[src/rtl/shift_arbiter_if.sv]
// Request/response bundle for the shared barrel-shift arbiter.
// slave is the arbiter side; master is the issue/consumer side.
interface shift_arbiter_if #(
  parameter int XLEN    = 32,
  parameter int SHAMT_W = $clog2(XLEN)
);
  logic               req0_valid;
  logic               req0_ready;
  logic [XLEN-1:0]    req0_src;
  logic               req0_direction;
  logic               req0_sign;
  logic [SHAMT_W-1:0] req0_num;

  logic               req1_valid;
  logic               req1_ready;
  logic [XLEN-1:0]    req1_src;
  logic               req1_direction;
  logic               req1_sign;
  logic [SHAMT_W-1:0] req1_num;

  logic               rsp_valid;
  logic               rsp_ready;
  logic               rsp_id;
  logic [XLEN-1:0]    rsp_data;

  modport slave (
    input  req0_valid, req0_src, req0_direction, req0_sign, req0_num,
    input  req1_valid, req1_src, req1_direction, req1_sign, req1_num,
    input  rsp_ready,
    output req0_ready, req1_ready,
    output rsp_valid, rsp_id, rsp_data
  );

  modport master (
    output req0_valid, req0_src, req0_direction, req0_sign, req0_num,
    output req1_valid, req1_src, req1_direction, req1_sign, req1_num,
    output rsp_ready,
    input  req0_ready, req1_ready,
    input  rsp_valid, rsp_id, rsp_data
  );
endinterface

[src/rtl/shift_arbiter.sv]
// Two-requester round-robin arbiter in front of one shared barrel shifter.
// The granted operation is shifted combinationally and lands in a single
// registered response stage tagged with the requester id. The response
// stage may drain and refill in the same cycle, so throughput is 1 op/cycle.
module shift_arbiter #(
  parameter int XLEN    = 32,
  parameter int SHAMT_W = $clog2(XLEN)
) (
  input logic             clk,
  input logic             rst,
  shift_arbiter_if.slave  bus
);

  logic [1:0]         req_valid;
  logic [1:0]         grant;
  logic               can_accept;
  logic               xfer;
  logic               sel;
  logic               prio;

  logic [XLEN-1:0]    op_src;
  logic               op_dir;
  logic               op_sign;
  logic [SHAMT_W-1:0] op_num;
  logic [XLEN-1:0]    result;

  logic               rsp_valid_q;
  logic               rsp_id_q;
  logic [XLEN-1:0]    rsp_data_q;

  assign req_valid  = {bus.req1_valid, bus.req0_valid};
  assign can_accept = !rsp_valid_q || bus.rsp_ready;

  // Grant: a lone requester wins outright; on contention prio decides.
  always_comb begin
    grant = 2'b00;
    case (req_valid)
      2'b01:   grant = 2'b01;
      2'b10:   grant = 2'b10;
      2'b11:   grant = prio ? 2'b10 : 2'b01;
      default: grant = 2'b00;
    endcase
  end

  // Readies are held low during reset so nothing is consumed then.
  assign bus.req0_ready = !rst && grant[0] && can_accept;
  assign bus.req1_ready = !rst && grant[1] && can_accept;
  assign xfer           = bus.req0_ready || bus.req1_ready;
  assign sel            = grant[1];

  // Operand mux feeding the single shared shifter.
  always_comb begin
    op_src  = bus.req0_src;
    op_dir  = bus.req0_direction;
    op_sign = bus.req0_sign;
    op_num  = bus.req0_num;
    if (sel) begin
      op_src  = bus.req1_src;
      op_dir  = bus.req1_direction;
      op_sign = bus.req1_sign;
      op_num  = bus.req1_num;
    end
  end

  // Barrel shift: left zero-fill, or right with sign or zero fill.
  always_comb begin
    result = op_src;
    if (op_dir)
      result = op_src << op_num;
    else if (op_sign)
      result = $signed(op_src) >>> op_num;
    else
      result = op_src >> op_num;
  end

  // Response register and round-robin pointer; the pointer only moves on an
  // accepted transfer, so a stalled grant never changes who is favoured.
  always_ff @(posedge clk or posedge rst) begin
    if (rst) begin
      rsp_valid_q <= 1'b0;
      rsp_id_q    <= 1'b0;
      rsp_data_q  <= '0;
      prio        <= 1'b0;
    end else if (xfer) begin
      rsp_valid_q <= 1'b1;
      rsp_id_q    <= sel;
      rsp_data_q  <= result;
      prio        <= ~sel;
    end else if (bus.rsp_ready) begin
      rsp_valid_q <= 1'b0;
    end
  end

  assign bus.rsp_valid = rsp_valid_q;
  assign bus.rsp_id    = rsp_id_q;
  assign bus.rsp_data  = rsp_data_q;

endmodule

[src/flat_wrapper.sv]
// flat-port wrapper written by rule: the top's interface ports become plain ports
module shift_arbiter_flat 
#(
  parameter int XLEN    = 32,
  parameter int SHAMT_W = $clog2(XLEN)
)
  (clk, rst, bus_req0_valid, bus_req0_src, bus_req0_direction, bus_req0_sign, bus_req0_num, bus_req1_valid, bus_req1_src, bus_req1_direction, bus_req1_sign, bus_req1_num, bus_rsp_ready, bus_req0_ready, bus_req1_ready, bus_rsp_valid, bus_rsp_id, bus_rsp_data);
  shift_arbiter_if #(.XLEN(XLEN), .SHAMT_W(SHAMT_W)) bus_i ();
  input logic clk;
  input logic rst;
  input wire logic [$bits(bus_i.req0_valid)-1:0] bus_req0_valid;
  input wire logic [$bits(bus_i.req0_src)-1:0] bus_req0_src;
  input wire logic [$bits(bus_i.req0_direction)-1:0] bus_req0_direction;
  input wire logic [$bits(bus_i.req0_sign)-1:0] bus_req0_sign;
  input wire logic [$bits(bus_i.req0_num)-1:0] bus_req0_num;
  input wire logic [$bits(bus_i.req1_valid)-1:0] bus_req1_valid;
  input wire logic [$bits(bus_i.req1_src)-1:0] bus_req1_src;
  input wire logic [$bits(bus_i.req1_direction)-1:0] bus_req1_direction;
  input wire logic [$bits(bus_i.req1_sign)-1:0] bus_req1_sign;
  input wire logic [$bits(bus_i.req1_num)-1:0] bus_req1_num;
  input wire logic [$bits(bus_i.rsp_ready)-1:0] bus_rsp_ready;
  output wire logic [$bits(bus_i.req0_ready)-1:0] bus_req0_ready;
  output wire logic [$bits(bus_i.req1_ready)-1:0] bus_req1_ready;
  output wire logic [$bits(bus_i.rsp_valid)-1:0] bus_rsp_valid;
  output wire logic [$bits(bus_i.rsp_id)-1:0] bus_rsp_id;
  output wire logic [$bits(bus_i.rsp_data)-1:0] bus_rsp_data;
  assign bus_i.req0_valid = bus_req0_valid;
  assign bus_i.req0_src = bus_req0_src;
  assign bus_i.req0_direction = bus_req0_direction;
  assign bus_i.req0_sign = bus_req0_sign;
  assign bus_i.req0_num = bus_req0_num;
  assign bus_i.req1_valid = bus_req1_valid;
  assign bus_i.req1_src = bus_req1_src;
  assign bus_i.req1_direction = bus_req1_direction;
  assign bus_i.req1_sign = bus_req1_sign;
  assign bus_i.req1_num = bus_req1_num;
  assign bus_i.rsp_ready = bus_rsp_ready;
  assign bus_req0_ready = bus_i.req0_ready;
  assign bus_req1_ready = bus_i.req1_ready;
  assign bus_rsp_valid = bus_i.rsp_valid;
  assign bus_rsp_id = bus_i.rsp_id;
  assign bus_rsp_data = bus_i.rsp_data;
  shift_arbiter #(.XLEN(XLEN), .SHAMT_W(SHAMT_W)) u_core (.clk(clk), .rst(rst), .bus(bus_i));
endmodule
[config.mk]
export PLATFORM = sky130hd
export DESIGN_NAME = shift_arbiter_flat
export DESIGN_NICKNAME = d
export VERILOG_FILES = /design/src/rtl/shift_arbiter_if.sv /design/src/rtl/shift_arbiter.sv /design/src/flat_wrapper.sv
export SDC_FILE = /design/constraint.sdc
export NUM_CORES = 1
export LEC_CHECK = 0
export CAP_MARGIN = 5
export CORE_ASPECT_RATIO = 1.5
export CORE_MARGIN = 2
export CORE_UTILIZATION = 51
export CTS_CLUSTER_SIZE = 14
export DETAILED_ROUTE_END_ITERATION = 16
export GPL_TIMING_DRIVEN = 0
export PLACE_DENSITY = 0.8
export SLEW_MARGIN = 20
export SYNTH_ARGS = -nofsm -noshare
export SYNTH_HDL_FRONTEND = slang
export SYNTH_SLANG_ARGS = --single-unit
[constraint.sdc]
create_clock -name clk -period 2.6 [get_ports clk]
set_clock_uncertainty 0.05 [all_clocks]
set_input_delay 0.52 -clock clk [delete_from_list [all_inputs] [get_ports clk]]
set_output_delay 0.52 -clock clk [all_outputs]
set_load 0.02 [all_outputs]
==> metrics, run 1 <==
Run Error [ERROR GRT-0116] Global routing finished with congestion. Check the congestion regions in the DRC Viewer.; Vert. Die Dim ~150 um; Placer Congestion about 1.3; global route overflow 22; post-synth top area cell mux2i_1; Post-synth EDFFs 0; Initial Util a little over half; port buffer count approximately 120; Post-Place Worst Slack -1.65 ns; synthesized area between 0.007 and 0.008 mm2; first-pass GRT wire length 73900 um; clk buf depth 2; synth unique cells 87; pin count of the biggest net entering global routing 36; area share of the largest cell type after synthesis approximately 17%; Die X slightly above 100 um; H-Tree Depth 2; row cnt between 50 and 60; status did not finish; synthesized area per cell between 7 and 8 um2; Main synth FF type dfrtp_1; number of global-route vias before repair roughly 11000; leading post-synthesis cells by cell area mux2i_1, dfrtp_1, mux2_2; # clock sinks 35; Syn Nets 1024; I/O Pins between 100 and 150; Halt Stage global routing; part of the Yosys area used for sequential elements between 10% and 20%; Hold Buf Count CTS 0; asr flop ratio synth between 90% and 100%; TritonCTS buffer count 5; Yosys reg bits 35; warnings from Yosys 0; GRT Total Usage between 60% and 70%; HPWL after DPL ~34000 um; root buffer cell clkbuf_16; Syn Inst Count around 940
[cells by family after synthesis]
group	after synthesis	share of synthesized area (%)
and+or+nand+nor	258	18.5
muxes	167	25.0
AOI/OAI and AO/OA	368	36.9
buffers and inverters	113	7.67
DFF	35	11.9
[Yosys cell counts (8+ instances only)]
cell type,count
o32a_1,12
o31ai_1,8
nand4_1,27
nor3_1,15
nor2b_1,17
buf_4,14
nand2b_1,11
buf_2,57
inv_1,12
a221oi_1,21
nand2_1,55
a21o_1,9
a21oi_1,45
clkbuf_1,22
nor2_1,49
mux4_2,9
o21ai_0,72
nand3_1,34
a31oi_1,20
mux2i_1,122
dfrtp_1,35
mux2_2,35
o211ai_1,44
o2111ai_1,9
a211oi_1,20
[metal layers]
layer	GRT overflow	track usage [%]
met1	0	65.1
met2	11	86.4
met3	1	39.7
met4	9	61.7
met5	1	22.0
[timing repair]
action,CTS
setup buffers,35
gates resized for setup,317
cloned,3
pin swaps,31
endpoints found under the setup margin,35
[metrics by stage]
stage / cells / hold slack [ns] / instance area (um2) / util, %
4_1_cts: 1293 / 0.450 / 10200 / 72.6
3_5_place_dp: 1248 / 0.437 / 8740 / 62.1
3_3_place_gp: 1248 / 0.422 / 8730 / 62.1
2_1_floorplan: 941 / 0.427 / 7340 / -
==> run 2, diff against run 1 <==
- CORE_ASPECT_RATIO: 1.5 -> not set
- CORE_UTILIZATION: 51 -> 40
- CTS_CLUSTER_SIZE: 14 -> not set
- PLACE_DENSITY: 0.8 -> not set
- PLACE_DENSITY_LB_ADDON: not set -> 0.15
- clock period: 2.6 -> 3.4 ns (I/O delays scaled with it)
==> run 2 against run 1 <==
The flow now finishes, with violations (setup timing). Synthesized cell count stayed put. Area after synthesis stayed put.
==> metrics, run 2 <==
slew at the pin closest to its max-slew limit approximately 0.9 ns; fin cells between 1000 and 1500; Initial Util 40.9% (-11 points); max reg flops 32; worst reg2reg path endpoint u_core.bus.rsp_data[5]; # clock sinks 35 (unchanged); layout cells sized above 1 22.1%; Final Hold Viols 0; warnings from Yosys 0 (unchanged); initial drt markers roughly 1800; leading post-synthesis cells by cell area mux2i_1, dfrtp_1, mux2_2; Post-Synth Simple-Gate Area 18.5% (unchanged); commonest cells after routing, fill and taps aside mux2i_1, clkdlybuf4s50_1, o21ai_0; TritonCTS buffer count 5 (unchanged); Reg-to-Reg Start u_core.prio; synthesized area 0.00734 mm2 (unchanged); most common cell after layout, fill and taps aside mux2i_1; area share of the largest cell type after synthesis 16.6% (unchanged); H-Tree Depth 2 (unchanged); Finished Core Util 52.5%; Worst setup EP type flip-flop; Main synth FF type dfrtp_1; Final Net Count around 1200; Max VDD drop approximately 0.00029 V; I/O Pins 119 (unchanged); Post-synth EDFFs 0 (unchanged); Max Slew Vio Count 0; detail-routed via count per cell 7.85; core area roughly 0.018 mm2; combinational fraction of design power ~72%; number of global-route vias before repair 9571; Pre-antenna DRT Iters 8; area of the die between 0.015 and 0.02 mm2; pin count of the biggest net entering global routing 36; GRT Total Usage 44.9%; failing checks setup timing; asr flop ratio synth 100% (unchanged); Yosys reg bits 35 (unchanged); area grow syn2layout 28.5%; fin worst setup slack -0.0576 ns; row cnt 49 (-7.5%); pwr dens around 420 mW/mm2; synth unique cells 87 (unchanged); first-pass GRT wire length about 65000 um; total routed wirelength about 46000 um; Worst Hold Depth 1; most numerous cell in the Yosys netlist mux2i_1; WP data arrival around 3.6 ns; critical setup path kind input port to flip-flop; compound-cell area share of the yosys netlist 36.9% (unchanged); Leak Pwr 0.00367 uW; drt wl/cell ~35 um; adder-cell area share of the yosys netlist 0% (unchanged); top post-synthesis cells by count mux2i_1, o21ai_0, buf_2, nand2_1, nor2_1; hold path start u_core.bus.rsp_data[15]; initial antenna violation count 1; Clock power frac between 10% and 20%; CTS tree yes; total number of vias 10200; port buffer count 115 (unchanged); CP required roughly 3.5 ns; Max FO, Critical Path 10; worst reg2reg path depth 10; final setup fails 5; synthesized area per cell 7.80 um2 (unchanged); HPWL after DPL 35900 um (+6.6%); Fmax achieved just under 0.3 GHz; part of the Yosys area used for sequential elements 11.9% (unchanged); crit path from bus_req0_num[2]; DRT antenna net count 0; main combinational cell family by area after synthesis compound AO/OA/AOI/OAI gates; Worst-Skew Late Latency about 0.28 ns; Sw Share between 50 and 60%; Vert. Die Dim 139 um (-7.6%); worst min-delay path category flip-flop to flip-flop; # Max-Cap Violations 0; P_int roughly 1900 uW; RSZ-0062 raised after global routing true; Tcrit/Tclk final 102%; Syn Inst Count 941 (unchanged); Die X 139 um (+37%); Reg power frac 15.0%; Switching Power around 2100 uW; clk slew on worst S/H paths ~0.06 ns; clk buf depth 2 (unchanged); Final min period between 3 and 4 ns; Placer Congestion 1.13 (-11%); root buffer cell clkbuf_16; relative slew slack around two fifths; post-synth top area cell mux2i_1; Syn Nets 1024 (unchanged); placed cell count 1285 (+3.0%); status finished with violations; global route overflow 0; R2R setup slack a little under 0.3 ns; mux cell area share after synthesis 25.0% (unchanged); DRC viols 0; XOR/XNOR share of the synthesized area 0% (unchanged); Worst Setup Start Kind input port; Hold Path End u_core.bus.rsp_data[15]
-- run 2: critical path, cell delays in order --
cell and delay, ns:
clkdlybuf4s50_1 0.67, a21boi_2 0.52, clkbuf_2 0.39, nor4_1 0.12
a21o_1 0.21, a21oi_1 0.41, o22ai_1 0.20, o32a_1 0.38
-- run 2: per-stage QoR --
| step | hold slack [ns] | area [um2] | setup slack [ns] | TNS [ns] | total power (uW) |
|---|---|---|---|---|---|
| final | 0.454 | 9430 | -0.0576 | -0.115 | 3980 |
| after CTS | 0.457 | 9310 | 0.000364 | 0 | 3770 |
| after floorplan | 0.427 | 7340 | 0.703 | 0 | 2050 |
| after global routing | 0.469 | 9430 | -0.0175 | -0.0504 | 4050 |
| after global placement | 0.434 | 8780 | -1.35 | -25.41 | 3150 |
| after detailed placement | 0.441 | 8780 | -1.29 | -24.05 | 3140 |
-- run 2: metal layers --
layer / part of all wire [%] / GRT usage, % / vias to the layer above
li1: - / - / 4034
met1: 39 / 61.9 / 4891
met2: 39 / 62.5 / 1057
met3: 16 / 14.8 / 225
met4: 7.0 / 22.1 / 2
met5: 0.024 / 0 / -
-- run 2: final cells by class --
cell class / instances / area, um2
fillers: 1791 / 8540
multi-input cells: 793 / 6210
repair buffers: 122 / 1190
flip-flops and latches: 35 / 876
plain buffers: 101 / 652
well taps: 229 / 287
clock buffers: 6 / 129
inverters: 12 / 45.0
clock inverters: 1 / 30.0
diodes: 1 / 2.50
-- run 2: power by group through the flow --
stage,logic (uW),registers [uW],clock network (uW)
floorplan,1320,729,0
finish,2870,598,510
global route,2910,611,531
detailed placement,2530,604,0
global placement,2550,600,0
CTS,2660,598,510
-- run 2: cell families (layout without fill, tap and decap cells) --
| group | after synthesis | after routing |
|---|---|---|
| compound gates | 368 | 368 |
| simple gates | 258 | 258 |
| other cells | 0 | 1 |
| buf+inv | 113 | 242 |
| mux | 167 | 167 |
| flops | 35 | 35 |
-- run 2: worst max-delay path by stage --
stage,end,depth (start not counted)
2_1_floorplan,u_core.bus.rsp_data[10],8
3_3_place_gp,u_core.bus.rsp_data[5],10
3_5_place_dp,u_core.bus.rsp_data[5],10
4_1_cts,u_core.bus.rsp_data[14],11
5_1_grt,u_core.bus.rsp_data[5],8
6_report,u_core.bus.rsp_data[13],8
-- run 2: what timing repair did --
item                                    4_1_cts  5_1_grt
resized for setup                           111       36
setup buffers                                 5        2
pin swaps                                     3        2
gates cloned                                  0        0
endpoints found under the setup margin       35       30
hold buffers                                  0        0
No activity file was read; power rests on OpenSTA's default activity.
